`config.mk`:
```
export PLATFORM = sky130hd
export DESIGN_NAME = instr_issue
export DESIGN_NICKNAME = d
export VERILOG_FILES = /design/src/rtl/instr_issue.sv
export SDC_FILE = /design/constraint.sdc
export NUM_CORES = 1
export LEC_CHECK = 0
export CAP_MARGIN = 20
export CORE_UTILIZATION = 47
export DETAILED_ROUTE_END_ITERATION = 16
export PLACE_DENSITY = 0.76
export SKIP_LAST_GASP = 1
export SLEW_MARGIN = 10
export SYNTH_ARGS = -nofsm -noshare
export SYNTH_HDL_FRONTEND = slang
export SYNTH_SLANG_ARGS = --single-unit
```
`constraint.sdc`:
```
create_clock -name clk -period 2.3 [get_ports clk]
set_clock_uncertainty 0.15 [all_clocks]
set_input_delay 0.46 -clock clk [delete_from_list [all_inputs] [get_ports clk]]
set_output_delay 0.46 -clock clk [all_outputs]
set_load 0.005 [all_outputs]
```
`src/rtl/instr_issue.sv`:
```
// Instruction fetch/issue front end. Fetches 24-bit words, holds the word
// under decision in IR, and issues it to the pipeline's stage-1 operand
// fields. The pipeline has no forwarding, so RAW hazards against the last
// HAZARD_DEPTH issues are covered here by inserting bubbles.
//
// Issue handshake: issue_valid qualifies func/rd/rs1/rs2/addr for exactly
// one cycle. There is no ready; the pipeline accepts every cycle. When
// issue_valid is 0 all operand fields are driven to 0.
module instr_issue #(
  parameter int         HAZARD_DEPTH = 2,
  parameter logic [3:0] HALT_FUNC    = 4'hF
) (
  input  logic        clk,
  input  logic        rst_n,
  input  logic        start,
  input  logic [7:0]  base_addr,
  output logic        imem_rd,
  output logic [7:0]  imem_addr,
  input  logic [23:0] imem_data,
  output logic [3:0]  func,
  output logic [3:0]  rd,
  output logic [3:0]  rs1,
  output logic [3:0]  rs2,
  output logic [7:0]  addr,
  output logic        issue_valid,
  output logic        busy,
  output logic        done,
  output logic [7:0]  stall_cnt,
  output logic [2:0]  dbg_state
);

  typedef enum logic [2:0] {
    IDLE  = 3'd0,
    PRIME = 3'd1,
    RUN   = 3'd2,
    STALL = 3'd3,
    DONE  = 3'd4
  } state_t;

  localparam logic [3:0] FUNC_NEGA = 4'd2;

  state_t      state, state_n;
  logic [7:0]  pc, pc_n;
  logic [7:0]  base_q, base_n;
  logic [23:0] ir, ir_n;
  logic        ir_vld, ir_vld_n;      // IR holds a fetched word
  logic        fetch_end, fetch_end_n; // 256 words fetched, stop fetching
  logic        ir_last, ir_last_n;    // IR holds the final fetched word
  logic        imem_rd_n;
  logic [7:0]  imem_addr_n;
  logic        issue_n;
  logic [23:0] word_q, word_n;
  logic        busy_n;
  logic        done_n;
  logic [7:0]  stall_cnt_n;

  // Scoreboard of in-flight destinations, entry 0 is the most recent issue.
  logic [HAZARD_DEPTH-1:0] sb_vld;
  logic [3:0]              sb_rd [HAZARD_DEPTH];
  logic                    sb_shift, sb_clr, sb_in_vld;

  logic [3:0] ir_func, ir_rd, ir_rs1, ir_rs2;
  logic       hazard;
  logic       bus_halt;
  logic       capture;

  assign ir_func  = ir[23:20];
  assign ir_rd    = ir[19:16];
  assign ir_rs1   = ir[15:12];
  assign ir_rs2   = ir[11:8];
  assign bus_halt = (imem_data[23:20] == HALT_FUNC);

  assign func        = word_q[23:20];
  assign rd          = word_q[19:16];
  assign rs1         = word_q[15:12];
  assign rs2         = word_q[11:8];
  assign addr        = word_q[7:0];
  assign dbg_state   = state;

  // RAW check of IR sources against every valid in-flight destination.
  always_comb begin
    hazard = 1'b0;
    for (int i = 0; i < HAZARD_DEPTH; i++) begin
      if (sb_vld[i] && ((sb_rd[i] == ir_rs1) ||
                        ((ir_func != FUNC_NEGA) && (sb_rd[i] == ir_rs2))))
        hazard = 1'b1;
    end
  end

  // Next-state and next-output decisions; capture loads IR and fetches ahead.
  always_comb begin
    state_n     = state;
    pc_n        = pc;
    base_n      = base_q;
    ir_n        = ir;
    ir_vld_n    = ir_vld;
    fetch_end_n = fetch_end;
    ir_last_n   = ir_last;
    imem_rd_n   = 1'b0;
    imem_addr_n = imem_addr;
    issue_n     = 1'b0;
    word_n      = 24'h0;
    busy_n      = busy;
    done_n      = 1'b0;
    stall_cnt_n = stall_cnt;
    sb_shift    = 1'b0;
    sb_clr      = 1'b0;
    sb_in_vld   = 1'b0;
    capture     = 1'b0;

    case (state)
      IDLE: begin
        if (start) begin
          state_n     = PRIME;
          pc_n        = base_addr;
          base_n      = base_addr;
          stall_cnt_n = 8'h00;
          busy_n      = 1'b1;
          ir_vld_n    = 1'b0;
          fetch_end_n = 1'b0;
          ir_last_n   = 1'b0;
          sb_clr      = 1'b1;
        end
      end
      PRIME: begin
        imem_rd_n   = 1'b1;
        imem_addr_n = pc;
        pc_n        = pc + 8'd1;
        state_n     = RUN;
      end
      RUN, STALL: begin
        sb_shift = 1'b1;
        if (!ir_vld) begin
          capture = 1'b1;
          state_n = RUN;
        end else if (ir_func == HALT_FUNC) begin
          state_n = DONE;
          done_n  = 1'b1;
        end else if (hazard) begin
          state_n = STALL;
          if (stall_cnt != 8'hFF)
            stall_cnt_n = stall_cnt + 8'd1;
        end else begin
          issue_n   = 1'b1;
          word_n    = ir;
          sb_in_vld = 1'b1;
          if (ir_last) begin
            state_n = DONE;
            done_n  = 1'b1;
          end else begin
            capture = 1'b1;
            state_n = RUN;
          end
        end
      end
      DONE: begin
        busy_n  = 1'b0;
        state_n = IDLE;
      end
      default: state_n = IDLE;
    endcase

    // Fetch ahead unless the pc has come back to base or the next word halts.
    if (capture) begin
      ir_n     = imem_data;
      ir_vld_n = 1'b1;
      if (fetch_end) begin
        ir_last_n = 1'b1;
      end else if (!bus_halt) begin
        imem_rd_n   = 1'b1;
        imem_addr_n = pc;
        pc_n        = pc + 8'd1;
        if ((pc + 8'd1) == base_q)
          fetch_end_n = 1'b1;
      end
    end
  end

  // State, pc, IR and registered outputs.
  always_ff @(posedge clk or negedge rst_n) begin
    if (!rst_n) begin
      state       <= IDLE;
      pc          <= 8'h00;
      base_q      <= 8'h00;
      ir          <= 24'h0;
      ir_vld      <= 1'b0;
      fetch_end   <= 1'b0;
      ir_last     <= 1'b0;
      imem_rd     <= 1'b0;
      imem_addr   <= 8'h00;
      issue_valid <= 1'b0;
      word_q      <= 24'h0;
      busy        <= 1'b0;
      done        <= 1'b0;
      stall_cnt   <= 8'h00;
    end else begin
      state       <= state_n;
      pc          <= pc_n;
      base_q      <= base_n;
      ir          <= ir_n;
      ir_vld      <= ir_vld_n;
      fetch_end   <= fetch_end_n;
      ir_last     <= ir_last_n;
      imem_rd     <= imem_rd_n;
      imem_addr   <= imem_addr_n;
      issue_valid <= issue_n;
      word_q      <= word_n;
      busy        <= busy_n;
      done        <= done_n;
      stall_cnt   <= stall_cnt_n;
    end
  end

  // Scoreboard shift: an issue enters {1,rd}, a bubble enters {0,0}.
  always_ff @(posedge clk or negedge rst_n) begin
    if (!rst_n) begin
      sb_vld <= '0;
      for (int i = 0; i < HAZARD_DEPTH; i++) sb_rd[i] <= 4'h0;
    end else if (sb_clr) begin
      sb_vld <= '0;
      for (int i = 0; i < HAZARD_DEPTH; i++) sb_rd[i] <= 4'h0;
    end else if (sb_shift) begin
      for (int i = HAZARD_DEPTH - 1; i > 0; i--) begin
        sb_vld[i] <= sb_vld[i-1];
        sb_rd[i]  <= sb_rd[i-1];
      end
      sb_vld[0] <= sb_in_vld;
      sb_rd[0]  <= sb_in_vld ? ir_rd : 4'h0;
    end
  end

endmodule

```
### Word-level counts from Yosys, hierarchy flattened

Cells that the tools add are included.

| storage, ports and cells | value |
|---|---|
| logic and storage cells | 122 |
| output and inout bits | 47 |
| register bits after elaboration | 100 |

| operators by class | value |
|---|---|
| add/sub/neg operators | 2 |
| eq/ne operators | 18 |
| reduce and logical (&&, ||, !) cells | 17 |
| multiplexer cells | 68 |

Operators with widths:

| kind | count |
|---|---|
| 8-bit 2-to-1 mux | 15 |
| 24-bit 2-to-1 mux | 4 |
| 1-bit 2-to-1 mux | 37 |
| 8-bit case mux with 2 select lines | 2 |
| 8-bit by 1-bit adder with 8-bit output (second input constant) | 2 |
| 4-bit equality test | 4 |
| 3-bit 2-to-1 mux | 5 |
| 2-bit != test (second input constant) | 5 |
| 2-bit nonzero test | 5 |
| 3-bit case mux with 3 select lines | 1 |
| 4-bit equality test (second input constant) | 2 |
| 8-bit equality test | 1 |
| 8-bit != test (second input constant) | 1 |
| 3-bit by 2-bit equality test with 1-bit output (second input constant) | 2 |
| 2-bit AND reduction | 3 |
| 6-bit AND reduction | 1 |
| 1-bit logical AND | 4 |
| 2-bit 2-to-1 mux | 2 |
| 4-bit 2-to-1 mux | 1 |
| 4-bit by 2-bit != test with 1-bit output (second input constant) | 1 |
| 3-bit by 1-bit equality test with 1-bit output (second input constant) | 1 |
| 3-bit equality test (second input constant) | 1 |
| 3-bit logical NOT | 1 |
| 1-bit logical OR | 2 |
| other kinds (2) | 2 |

### Logic depth before layout (Yosys ltp)

Gate-level depths: netlist (run 1).

| depth | value |
|---|---|
| word-level depth | 13 |
| depth in mapped cells | 11 |
| gate-level depth less buffers | 9 |

### Worst setup path after synthesis (run 1)

Ideal clock, no wire load.

| timing | value |
|---|---|
| path type | register to register |
| from | reg ir[20] |
| to | reg ir[10] |
| setup time | 0.128 ns |
| buffers on the path | 1 |
| slack | 0.080 ns |
| arrival time | 1.943 ns |
| stages on the path, launching flop included | 9 |
| cells stage by stage | dfrtp_1 > nor4b_2 > nor2b_1 > a22oi_2 > nand3_1 > o21ai_1 > nand2_2 > buf_2 > mux2_1 |

| between the ends | value |
|---|---|
| longest elaborated chain between the ends | 10 |
| elaborated cells between the ends (all ways) | 14 |
| those cells by class | eq/ne: 2; mux: 6; reduce/logical: 6 |

Ends and longest elaborated chain:

| what | RTL line | source |
|---|---|---|
| from (decl) | 45 | `logic [23:0] ir, ir_n;` |
| from (signal assigned) | 200 | `ir <= ir_n;` |
| 4-bit by 2-bit != test with 1-bit output | 85 | `((ir_func != FUNC_NEGA) && (sb_rd[i] == ir_rs2))))` |
| 1-bit logical AND | 85 |  |
| 1-bit logical OR | 84 | `if (sb_vld[i] && ((sb_rd[i] == ir_rs1) \|\|` |
| 1-bit logical AND | 84 |  |
| 1-bit 2-to-1 mux (2 in a row) | 84 |  |
| 1-bit 2-to-1 mux | 139 | `end else if (hazard) begin` |
| 1-bit 2-to-1 mux * | 136 | `end else if (ir_func == HALT_FUNC) begin` |
| 1-bit 2-to-1 mux * | 133 | `if (!ir_vld) begin` |
| 1-bit 2-to-1 mux * | 111 | `case (state)` |

Every way passes the cells marked *; elsewhere a longest branch is shown, timed or not.
A chain may end at the register's enable or synchronous reset.

### Final worst setup path (run 1)

| timing | value |
|---|---|
| from | reg ir[22] |
| to | reg ir[13] |

The elaborated chain is that of the path after synthesis.

==> reports/results.env, run 1 <==
RSZ0062_AT_GRT='yes'
STDCELL_COUNT=597
GRT_START_MAX_NET_PINS=44
WORSTHOLDPATHTYPE='flip-flop to flip-flop'
DETAILED_PLACE.AREA_UM2=5490
SYNTH.NET_COUNT=409
GRT_USAGE_PCT=20.5
SEQCELLAREA_UM2=2500
CLK_ROOT_BUFFER_CELL='clkbuf_8'
ENDPOINT_ARRIVAL_TIME_ON_THE_CRITICAL_PATH_NS=2.44
POST_SYNTH.CELL_AREA_AVG_UM2=11.6
ANTENNA_FOUND_INITIAL=0
SYNTH_SEQ_CELLS=100
PLACEABLECOREAREA_UM2=8810
CLOCK_PIN_SLEW_OF_THE_REGISTERS_ON_THE_WORST_CASE_SETUP_AND_HOLD_PATHS_NS=0.11
NETSWITCHINGFRACTION_PCT=37.4
HTREE_NUM_LEVELS=3
FINAL_CRITICAL_PATH_SETUP_SLACK_NS=-0.0447
DR.FIRST_ITER.DRC_COUNT=98
SYNTH.MOST_COMMON_CELL='dfrtp_1'
YOSYSWARNINGS=0
CRITPATHCAPTURE='ir[13]'
POST_SYNTH_INSTANCE_AREA_UM2=4320
DETAILROUTE.VIA_COUNT=3147
CTS_MADE_BUFFERS=9
GLOBALROUTE.TOTALOVERFLOW=0
IRDROPWORSTVDD_mV=0.736
FLOORPLAN.DIE.WIDTH_UM=97.9
EDFF_COUNT_SYNTH=0
FINISH.NET_COUNT=521
WORST_PIN_SLEW_NS=0.482
INTERNAL-POWER_W=0.00562
NFILLCELLS=671
WORST_SKEW_PAIR.LATE_LATENCY_NS=0.36
PLACE_HPWL_UM=6530
RRSETUPSLACK_NS=-0.04
MULTI_INPUT_AREA_UM2=1860
PLACEMENT.IO_BUFFERS=81
FIN_CRIT_NS=2.34
SEQ_POWER_SHARE_PCT=34.7
POWER.STATIC_LEAKAGE_nW=2.68
RELSLEWSLACK_PCT=67.7
POWER.DENSITY_CELL_AREA_nW_PER_UM2=1530
TIMING.CRITICAL_PATH.FROM='ir[22]'
CAP_VIOL_MAX_COUNT=0
SYNTH_TOP_CELLS_BY_COUNT='100 x dfrtp_1, 47 x nand2_1, 32 x mux2_1'
CLOCK_SHARE_OF_POWER_PCT=13.2
POWER_SWITCHING_W=0.00335
DIE_HEIGHT_UM=97.9
ACHIEVABLE-FREQUENCY_MHz=426
SETUP_VIOL=24
POST_DRT_VIA_CELL_RATIO=5.27
SYNTH.YOSYS.SEQ_AREA_SHARE_PCT=57.9
FINAL_MAX_SLEW_VIOLS=0
FIN_HOLD_WS_NS=0.335
SYNTH_FF_TYPE='dfrtp_1'
FINALWIRELENGTH_UM=9540
FIRST_GLOBAL_VIAS=3301
START_KIND='flip-flop'
COMBINATIONAL_POWER_SHARE_PCT=52.1
WIRE_PER_INST_UM=16.0
MIN_PERIOD_OVER_PERIOD_PCT=102
FLOORPLAN.DIE_AREA_UM2=9590
REPORT.POWER.TOTAL_W=0.00897
WORSTSETUPPATHTYPE='flip-flop to flip-flop'
FINALWEIGHTEDCONGESTION=0.766
PLACED_CELLS=578
SYNTHDOMINANTCELLAREASHARE_PCT=57.9
IO_PINS=82
HOLD_VIOL_FINAL=0
AREAGROWTHSYNTHTOFINISH_PCT=35.4
SYNTH-ASYNC-RESET-RATIO_PCT=100
FAILING_CHECKS='DRC, setup timing'
POST_ROUTE_CELLS_DRIVE_ABOVE_1_SHARE_PCT=17.2
TIMING.CRITICAL_PATH.FANOUT_MAX=7
CRITICAL_PATH.ENDPOINT_TYPE='flip-flop'
YS_TYPES=49
POSTROUTEANTENNANETS=0
LENGTH_IN_CELLS_OF_THE_WORST_REG_TO_REG_PATH=8
DRT-PASS1-ITER-COUNT=10
FLOORPLAN.INITIALDENSITY_PCT=49.1
FF_TO_FF_END='ir[13]'
FINAL_DESIGN_AREA_NO_FILL_UM2=5850
SYNTHDOMINANTAREACELLTYPE='dfrtp_1'
CRIT_REQUIRED_NS=2.40
GRT_FIRST_PASS_WIRELENGTH_UM=15700
ANTENNADIODECOUNT=0
REGTOREGSTARTPOINT='ir[22]'
MAX-CLOCK-PATH-BUFFERS=2
SYNTHESIZED_NETLIST_CELL_COUNT=372
DRCVIOLATIONCOUNT=5
CTS_SINKS=100
ROWS=34
STATUS='complete, but fails checks'
CTS_TREE='yes'
SYNTH_TOP_CELLS_BY_AREA='dfrtp_1 58%, mux2_1 8.3%, xor2_1 4.9%'
POST-PLACE-WS_NS=-0.167
-- cell families after synthesis --
group | Yosys count | synth area share (%)
xor gates and xnor gates | 32 | 6.48
DFF | 100 | 57.9
muxes | 32 | 8.34
and+or+nand+nor | 130 | 15.6
adders and majority gates | 2 | 0.579
AOI/OAI and AO/OA | 59 | 9.38
buffers and inverters | 17 | 1.74
-- final cells by class --
class                      count  area share, %
timing repair buffer         114           19.2
tap                          108           2.31
sequential                   100           42.8
multi-input combinational    255           31.7
inverter                       4          0.299
clock inverter                 7           1.56
clock buffer                   9           2.12
-- metal layers --
layer	vias up	global-route usage (%)	routed length, um	part of all wire [%]
met3	11	3.87	321	3.4
li1	1504	-	-	-
met4	0	6.76	126	1.3
met1	1560	26.4	4340	45
met5	-	0	0	0
met2	72	35.0	4750	50
-- cell usage in the layout, fill, tap and decap left out, drive strengths merged, types with 3 or more instances in the layout --
cell type / Yosys / final
o21ai: 14 / 14
o211ai: 3 / 3
mux2: 32 / 32
and2: 26 / 26
nand2: 48 / 48
clkbuf: 8 / 10
nor3: 4 / 4
xor2: 24 / 24
nor2: 18 / 18
nor4: 4 / 4
and3: 5 / 5
nand3: 5 / 5
a21oi: 16 / 16
a31o: 5 / 5
and4: 3 / 3
inv: 4 / 8
nand4: 5 / 5
xnor2: 8 / 8
buf: 5 / 32
dfrtp: 100 / 100
a22oi: 6 / 6
clkdlybuf4s50: 0 / 80
nor2b: 5 / 5
-- per-stage QoR --
| stage | utilization [%] | setup TNS, ns |
|---|---|---|
| after floorplan | - | 0 |
| after global placement | 62.3 | -0.714 |
| after detailed placement | 62.3 | -2.67 |
| after CTS | 65.1 | 0 |
| after global routing | 66.5 | -3.12 |
| final | 66.5 | -0.642 |
-- sequential cells by signal (all words and copies together), names as in the netlist, 2 cells and up --
name	cells
base_q	8
word_q	24
ir	24
stall_cnt	8
sb_rd	8
pc	8
dbg_state	3
sb_vld	2
imem_addr	8
-- worst min-delay path by stage --
stage	start	to	cells after the start
finish	ir[6]	word_q[6]	1
detailed placement	rst_n	ir[7]	1
floorplan	rst_n	base_q[0]	0
global route	ir[6]	word_q[6]	1
global placement	rst_n	word_q[7]	1
CTS	ir[6]	word_q[6]	1
-- power by group through the flow --
stage          Combinational (W)  Clock, W  Sequential (W)
5_1_grt                  0.00505   0.00128         0.00322
3_5_place_dp             0.00419         0         0.00312
4_1_cts                  0.00425   0.00121         0.00310
2_1_floorplan            0.00247         0         0.00301
6_report                 0.00467   0.00118         0.00311
3_3_place_gp             0.00404         0         0.00309
-- repair_timing --
action	in CTS	in global routing
setup buffers	0	1
setup endpoints to repair	34	43
hold buffers	1	0
endpoints found under the hold margin	20	0
resized for setup	3	21
pin swaps	2	6
cloned	0	1
-- worst max-delay path, cell delays in order, from the launching register on --
cell	delay [ns]
dfrtp_1	0.42
nor4b_4	0.35
nor2b_1	0.09
a22oi_2	0.26
nand3_2	0.15
o21ai_4	0.21
nand2_4	0.11
clkbuf_16	0.19
mux2_4	0.30
No activity file was read; power rests on OpenSTA's default activity.
==> inputs of run 2 (changes only) <==
--- a/config.mk
+++ b/config.mk
@@ -8,9 +8,12 @@
 export CAP_MARGIN = 20
 export CORE_UTILIZATION = 47
 export DETAILED_ROUTE_END_ITERATION = 16
+export GPL_ROUTABILITY_DRIVEN = 0
+export MAX_ROUTING_LAYER = met4
 export PLACE_DENSITY = 0.76
 export SKIP_LAST_GASP = 1
 export SLEW_MARGIN = 10
 export SYNTH_ARGS = -nofsm -noshare
 export SYNTH_HDL_FRONTEND = slang
 export SYNTH_SLANG_ARGS = --single-unit
+export TNS_END_PERCENT = 20
==> reports/results.env, run 2 (synthesis gave the netlist of run 1 again) <==
PLACE_HPWL_UM=6530  # unchanged
DETAILROUTE.VIA_COUNT=3145  # -0.064%
POWER_SWITCHING_W=0.00333  # -0.48%
FLOORPLAN.DIE_AREA_UM2=9590  # unchanged
POST-PLACE-WS_NS=-0.167  # unchanged
MAX-CLOCK-PATH-BUFFERS=2  # unchanged
PLACED_CELLS=578  # unchanged
ANTENNA_FOUND_INITIAL=0  # unchanged
POST_DRT_VIA_CELL_RATIO=5.27  # about the same
ANTENNADIODECOUNT=0  # unchanged
PLACEMENT.IO_BUFFERS=81  # unchanged
START_KIND='flip-flop'
POSTROUTEANTENNANETS=0  # unchanged
POWER.STATIC_LEAKAGE_nW=2.68  # about the same
MIN_PERIOD_OVER_PERIOD_PCT=102  # about the same
FINAL_MAX_SLEW_VIOLS=0  # unchanged
DRT-PASS1-ITER-COUNT=10  # unchanged
CRIT_REQUIRED_NS=2.40  # about the same
TOP_USAGE_LAYER='met2'
FIN_CRIT_NS=2.34  # -0.000804 ns
HOLD_VIOL_FINAL=0  # unchanged
WIRE_PER_INST_UM=16.0  # -0.16%
FAILING_CHECKS='DRC, setup timing'
AREAGROWTHSYNTHTOFINISH_PCT=35.2
ACHIEVABLE-FREQUENCY_MHz=427  # about the same
WORST_PIN_SLEW_NS=0.486  # +0.00365 ns
DR.FIRST_ITER.DRC_COUNT=112  # +14%
CLK_ROOT_BUFFER_CELL='clkbuf_8'
ROWS=34  # unchanged
DETAILED_PLACE.AREA_UM2=5490  # unchanged
FLOORPLAN.INITIALDENSITY_PCT=49.1  # unchanged
GRT_FIRST_PASS_WIRELENGTH_UM=15700  # about the same
ENDPOINT_ARRIVAL_TIME_ON_THE_CRITICAL_PATH_NS=2.44  # about the same
CTS_TREE='yes'
CAP_VIOL_MAX_COUNT=0  # unchanged
IO_PINS=82  # unchanged
GLOBAL_ROUTE_TRACK_USAGE_ON_MET3_PCT=3.87  # unchanged
NETSWITCHINGFRACTION_PCT=37.3  # -0.076 points
CLOCK_PIN_SLEW_OF_THE_REGISTERS_ON_THE_WORST_CASE_SETUP_AND_HOLD_PATHS_NS=0.11  # about the same
FINALWIRELENGTH_UM=9530  # -0.16%
PLACEABLECOREAREA_UM2=8810  # unchanged
STATUS='complete, but fails checks'
WORST_SKEW_PAIR.LATE_LATENCY_NS=0.36  # about the same
FINAL_DESIGN_AREA_NO_FILL_UM2=5840  # -0.15%
TIMING.CRITICAL_PATH.FANOUT_MAX=7  # unchanged
WORSTSETUPPATHTYPE='flip-flop to flip-flop'
POWER.DENSITY_CELL_AREA_nW_PER_UM2=1530  # -0.12%
FINISH.NET_COUNT=521  # unchanged
FINAL_CORE_UTILIZATION_PCT=66.4  # -0.099 points
INTERNAL-POWER_W=0.00561  # -0.15%
POST_ROUTE_CELLS_DRIVE_ABOVE_1_SHARE_PCT=17.0  # -0.20 points
SEQ_POWER_SHARE_PCT=34.8  # about the same
RSZ0062_AT_GRT='yes'
GRT_START_MAX_NET_PINS=44  # unchanged
RELSLEWSLACK_PCT=67.5  # -0.24 points
GRT_USAGE_PCT=21.2  # +0.63 points
DRCVIOLATIONCOUNT=5  # unchanged
SETUP_VIOL=27  # +13%
MOST-COMMON-LAYOUT-CELLS='99 x dfrtp_1, 80 x clkdlybuf4s50_1, 47 x nand2_1, 28 x buf_4, 26 x and2_1'
HTREE_NUM_LEVELS=3  # unchanged
COMBINATIONAL_POWER_SHARE_PCT=52.0  # about the same
GRT.MET2_USAGE_PCT=35.0  # -0.054 points
MET1_LAYER_USAGE_REPORTED_BY_GLOBAL_ROUTE_PCT=26.4  # unchanged
COMMONEST_NON_FILL_NON_TAP_CELL_IN_THE_LAYOUT='dfrtp_1'
CLOCK_SHARE_OF_POWER_PCT=13.2  # about the same
CTS_SINKS=100  # unchanged
WORSTHOLDPATHTYPE='flip-flop to flip-flop'
DIE_HEIGHT_UM=97.9  # unchanged
SETUP_TNS_NS=-0.630  # +0.0123 ns
FINAL_CRITICAL_PATH_SETUP_SLACK_NS=-0.0439  # +0.000804 ns
FIRST_GLOBAL_VIAS=3298  # -0.091%
GLOBALROUTE.TOTALOVERFLOW=0  # unchanged
FLOORPLAN.DIE.WIDTH_UM=97.9  # unchanged
BIGGESTREGSBYFLOPS='ir: 24 flops, word_q: 24 flops'
STDCELL_COUNT=597  # unchanged
CTS_MADE_BUFFERS=9  # unchanged
IRDROPWORSTVDD_mV=0.735  # about the same
CRITICAL_PATH.ENDPOINT_TYPE='flip-flop'
run 2: worst max-delay path: stages, from the launching register on:
cell and delay [ns]:
dfrtp_1 0.42, nor4b_4 0.35, nor2b_1 0.09, a22oi_2 0.26, nand3_2 0.15, o21ai_4 0.21, nand2_4 0.11, clkbuf_16 0.19
mux2_4 0.30
run 2: timing repair:
item,4_1_cts,5_1_grt
gates resized for setup,3,19
cloned,0,1
pin swaps,2,6
hold buffers,1,0
endpoints found under the setup margin,34,43
endpoints found under the hold margin,20,0
buffers inserted,0,1
run 2: worst paths after layout:
kind                       startpoint   endpoint  slack, ns  depth (start not counted)
setup / recovery               ir[22]     ir[13]      -0.04                          8
hold reg to reg                 ir[3]  word_q[3]       0.34                          1
min in group asynchronous       rst_n      ir[7]       0.39                          2
max in group asynchronous       rst_n   sb_rd[6]       1.04                          3
hold / removal                  ir[3]  word_q[3]       0.34                          1
setup reg to reg               ir[22]     ir[13]      -0.04                          8
run 2: final cells by class:
class	instances	area, um^2
Clock inverter	7	91.3
Inverter	4	15.0
Fill cell	673	2960
Sequential cell	100	2500
Multi-Input combinational cell	255	1850
Tap cell	108	135
Clock buffer	9	124
Timing Repair Buffer	114	1130
run 2: power by group through the flow:
stage / registers, W / logic (W) / clock network (W)
3_3_place_gp: 0.00309 / 0.00404 / 0
2_1_floorplan: 0.00301 / 0.00247 / 0
6_report: 0.00311 / 0.00465 / 0.00118
5_1_grt: 0.00322 / 0.00504 / 0.00128
4_1_cts: 0.00310 / 0.00425 / 0.00121
3_5_place_dp: 0.00312 / 0.00419 / 0
run 2: per-stage QoR:
stage	total power, W	hold slack [ns]
after floorplan	0.00547	0.0144
after global placement	0.00713	0.229
after detailed placement	0.00731	0.238
after CTS	0.00857	0.332
after global routing	0.00954	0.360
final	0.00894	0.340
run 2: metal layers:
metal  wire length, um  part of all wire (%)
met1              4270                    45
met2              4720                    50
met3               409                   4.3
met4               125                   1.3
met5                 0                     0
==> inputs of run 3 (changes only) <==
--- a/config.mk
+++ b/config.mk
@@ -6,9 +6,9 @@
 export NUM_CORES = 1
 export LEC_CHECK = 0
 export CAP_MARGIN = 20
+export CORE_MARGIN = 5
 export CORE_UTILIZATION = 47
 export DETAILED_ROUTE_END_ITERATION = 16
-export GPL_ROUTABILITY_DRIVEN = 0
 export MAX_ROUTING_LAYER = met4
 export PLACE_DENSITY = 0.76
 export SKIP_LAST_GASP = 1
==> reports/results.env, run 3 (synthesis gave the netlist of run 1 again) <==
WORST_PIN_SLEW_NS=0.502  # +0.0161 ns
REPORT.POWER.TOTAL_W=0.00859  # -3.9%
POST_ROUTE_CELLS_DRIVE_ABOVE_1_SHARE_PCT=14.7  # -2.2 points
IRDROPWORSTVDD_mV=0.770  # +4.7%
MAX-CLOCK-PATH-BUFFERS=2  # unchanged
DR.FIRST_ITER.DRC_COUNT=129  # +15%
FIN_CRIT_NS=2.34  # -0.00490 ns
WIRE_PER_INST_UM=15.4  # -3.7%
TOP_USAGE_LAYER='met2'
ANTENNA_FOUND_INITIAL=0  # unchanged
CRIT_CHAIN='nor4b_4, nor2b_1, a22oi_2, nand3_1, o21ai_2, nand2_2, buf_12, mux2_1'
POST_DRT_VIA_CELL_RATIO=5.15  # -2.3%
CRIT_REQUIRED_NS=2.37  # -0.03 ns
AREAGROWTHSYNTHTOFINISH_PCT=34.9
CTS_TREE='yes'
POWER.STATIC_LEAKAGE_nW=2.64  # -1.4%
IO_PINS=82  # unchanged
HOLD_VIOL_FINAL=0  # unchanged
ANTENNADIODECOUNT=0  # unchanged
SETUP_VIOL=8  # -70%
PLACEABLECOREAREA_UM2=9110  # +3.4%
CTS_MADE_BUFFERS=9  # unchanged
RELSLEWSLACK_PCT=66.4  # -1.1 points
DETAILROUTE.VIA_COUNT=3120  # -0.79%
FINAL_CRITICAL_PATH_SETUP_SLACK_NS=-0.0390  # +0.00490 ns
DIE_HEIGHT_UM=106  # +8.2%
HTREE_NUM_LEVELS=3  # unchanged
CTS_SINKS=100  # unchanged
FAILING_CHECKS='setup timing'
GRT_START_MAX_NET_PINS=44  # unchanged
GLOBAL_ROUTE_TRACK_USAGE_ON_MET3_PCT=4.07  # +0.20 points
FINALWIRELENGTH_UM=9310  # -2.3%
FIN_HOLD_WS_NS=0.330  # -0.00960 ns
MET1_LAYER_USAGE_REPORTED_BY_GLOBAL_ROUTE_PCT=22.8  # -3.5 points
CRITICAL_PATH.SLOWEST_CELL='dfrtp_1'
START_KIND='flip-flop'
GLOBALROUTE.TOTALOVERFLOW=0  # unchanged
ENDPOINT_ARRIVAL_TIME_ON_THE_CRITICAL_PATH_NS=2.41  # -0.03 ns
PLACE_HPWL_UM=6900  # +5.5%
FINAL_MAX_SLEW_VIOLS=0  # unchanged
FINAL_CORE_UTILIZATION_PCT=64.0  # -2.3 points
FIRST_GLOBAL_VIAS=3187  # -3.4%
GRT.MET2_USAGE_PCT=29.2  # -5.8 points
CLK_ROOT_BUFFER_CELL='clkbuf_8'
CRITICAL_PATH.ENDPOINT_TYPE='flip-flop'
FINISH.NET_COUNT=528  # +1.3%
FINALWEIGHTEDCONGESTION=0.866
POWER.DENSITY_CELL_AREA_nW_PER_UM2=1470  # -3.7%
TIMING.CRITICAL_PATH.FANOUT_MAX=12  # +5
COMMONEST_NON_FILL_NON_TAP_CELL_IN_THE_LAYOUT='dfrtp_1'
WORSTSETUPPATHTYPE='flip-flop to flip-flop'
CLOCK_PIN_SLEW_OF_THE_REGISTERS_ON_THE_WORST_CASE_SETUP_AND_HOLD_PATHS_NS=0.09  # -0.02 ns
DRT-PASS1-ITER-COUNT=4  # -6
CAP_VIOL_MAX_COUNT=0  # unchanged
FLOORPLAN.DIE_AREA_UM2=11200  # +17%
ROWS=35  # +2.9%
MOST-COMMON-LAYOUT-CELLS='99 x dfrtp_1, 80 x clkdlybuf4s50_1, 47 x nand2_1, 32 x mux2_1, 32 x buf_4'
CRITPATHMAXSTAGEDELAY_NS=0.42  # about the same
WORSTHOLDPATHTYPE='flip-flop to flip-flop'
RSZ0062_AT_GRT='yes'
BIGGESTREGSBYFLOPS='ir: 24 flops, word_q: 24 flops'
MIN_PERIOD_OVER_PERIOD_PCT=102  # -0.21 points
STATUS='complete, but fails checks'
POSTROUTEANTENNANETS=0  # unchanged
ACHIEVABLE-FREQUENCY_MHz=428  # +0.21%
GRT_FIRST_PASS_WIRELENGTH_UM=15800  # +0.70%
FLOORPLAN.DIE.WIDTH_UM=106  # +8.2%
DRCVIOLATIONCOUNT=0  # -5
FLOORPLAN.INITIALDENSITY_PCT=47.5  # -1.6 points
POST-PLACE-WS_NS=-0.161  # +0.00607 ns
GRT_USAGE_PCT=18.0  # -3.2 points
PLACEMENT.IO_BUFFERS=81  # unchanged
WORST_SKEW_PAIR.LATE_LATENCY_NS=0.35  # about the same
==> run 3: changes by cell type in the layout (fill, tap and decap cells not counted), moves of 2 or more <==
cell      delta
mux2_1      +14
mux2_4      -14
buf_4        +4
buf_6        +3
inv_6        -3
clkbuf_8     +2
==> run 3: worst paths after layout <==
path                         from    endpoint  slack [ns]  depth (start not counted)
setup / recovery           ir[22]      ir[22]       -0.04                          8
hold / removal              ir[1]   word_q[1]        0.33                          1
setup reg to reg           ir[22]      ir[22]       -0.04                          8
hold reg to reg             ir[1]   word_q[1]        0.33                          1
max in group asynchronous   rst_n        done        1.05                          3
min in group asynchronous   rst_n  word_q[11]        0.40                          2
==> run 3: report_power, final <==
group	internal, W	switching, W	total, W	leakage [nW]
combinational	0.00239	0.00201	0.00440	1.29
clock	0.000559	0.000559	0.00112	0.0987
sequential	0.00251	0.000559	0.00307	1.25
total	0.00547	0.00313	0.00859	2.64
==> run 3: routing by layer <==
metal	vias to the layer above	wire length (um)
met5	-	0
met4	0	135
met3	14	413
met2	68	4630
met1	1515	4130
li1	1523	-
==> run 3: what timing repair did <==
action | CTS | global route
hold buffers | 1 | 0
cloned | 0 | 0
buffers inserted | 1 | 3
endpoints found under the setup margin | 35 | 44
hold endpoints to repair | 24 | 0
gates resized for setup | 3 | 7
pin swaps | 4 | 14
==> run 3: worst max-delay path, delay by kind of cell, from the launching register on <==
family / cells / cell delay (ns)
AND/OR/NAND/NOR: 4 / 0.73
flip-flops: 1 / 0.42
AO/OA/AOI/OAI: 2 / 0.41
multiplexers: 1 / 0.33
buffers and inverters: 1 / 0.18
==> run 3: area by class of cell <==
class | instances | area (um^2)
fill | 734 | 3280
tap | 111 | 139
clock buffer | 12 | 155
clock inverter | 3 | 46.3
multi-input combinational | 255 | 1790
sequential | 100 | 2500
timing repair buffer | 121 | 1180
inverter | 4 | 17.5
==> run 3: per-stage QoR <==
| stage | instances | setup TNS (ns) | cell area (um^2) |
|---|---|---|---|
| floorplan | 372 | 0 | 4320 |
| global placement | 586 | -0.870 | 5540 |
| detailed placement | 586 | -2.34 | 5540 |
| CTS | 603 | -0.318 | 5780 |
| global route | 606 | -4.00 | 5830 |
| finish | 606 | -0.0908 | 5830 |
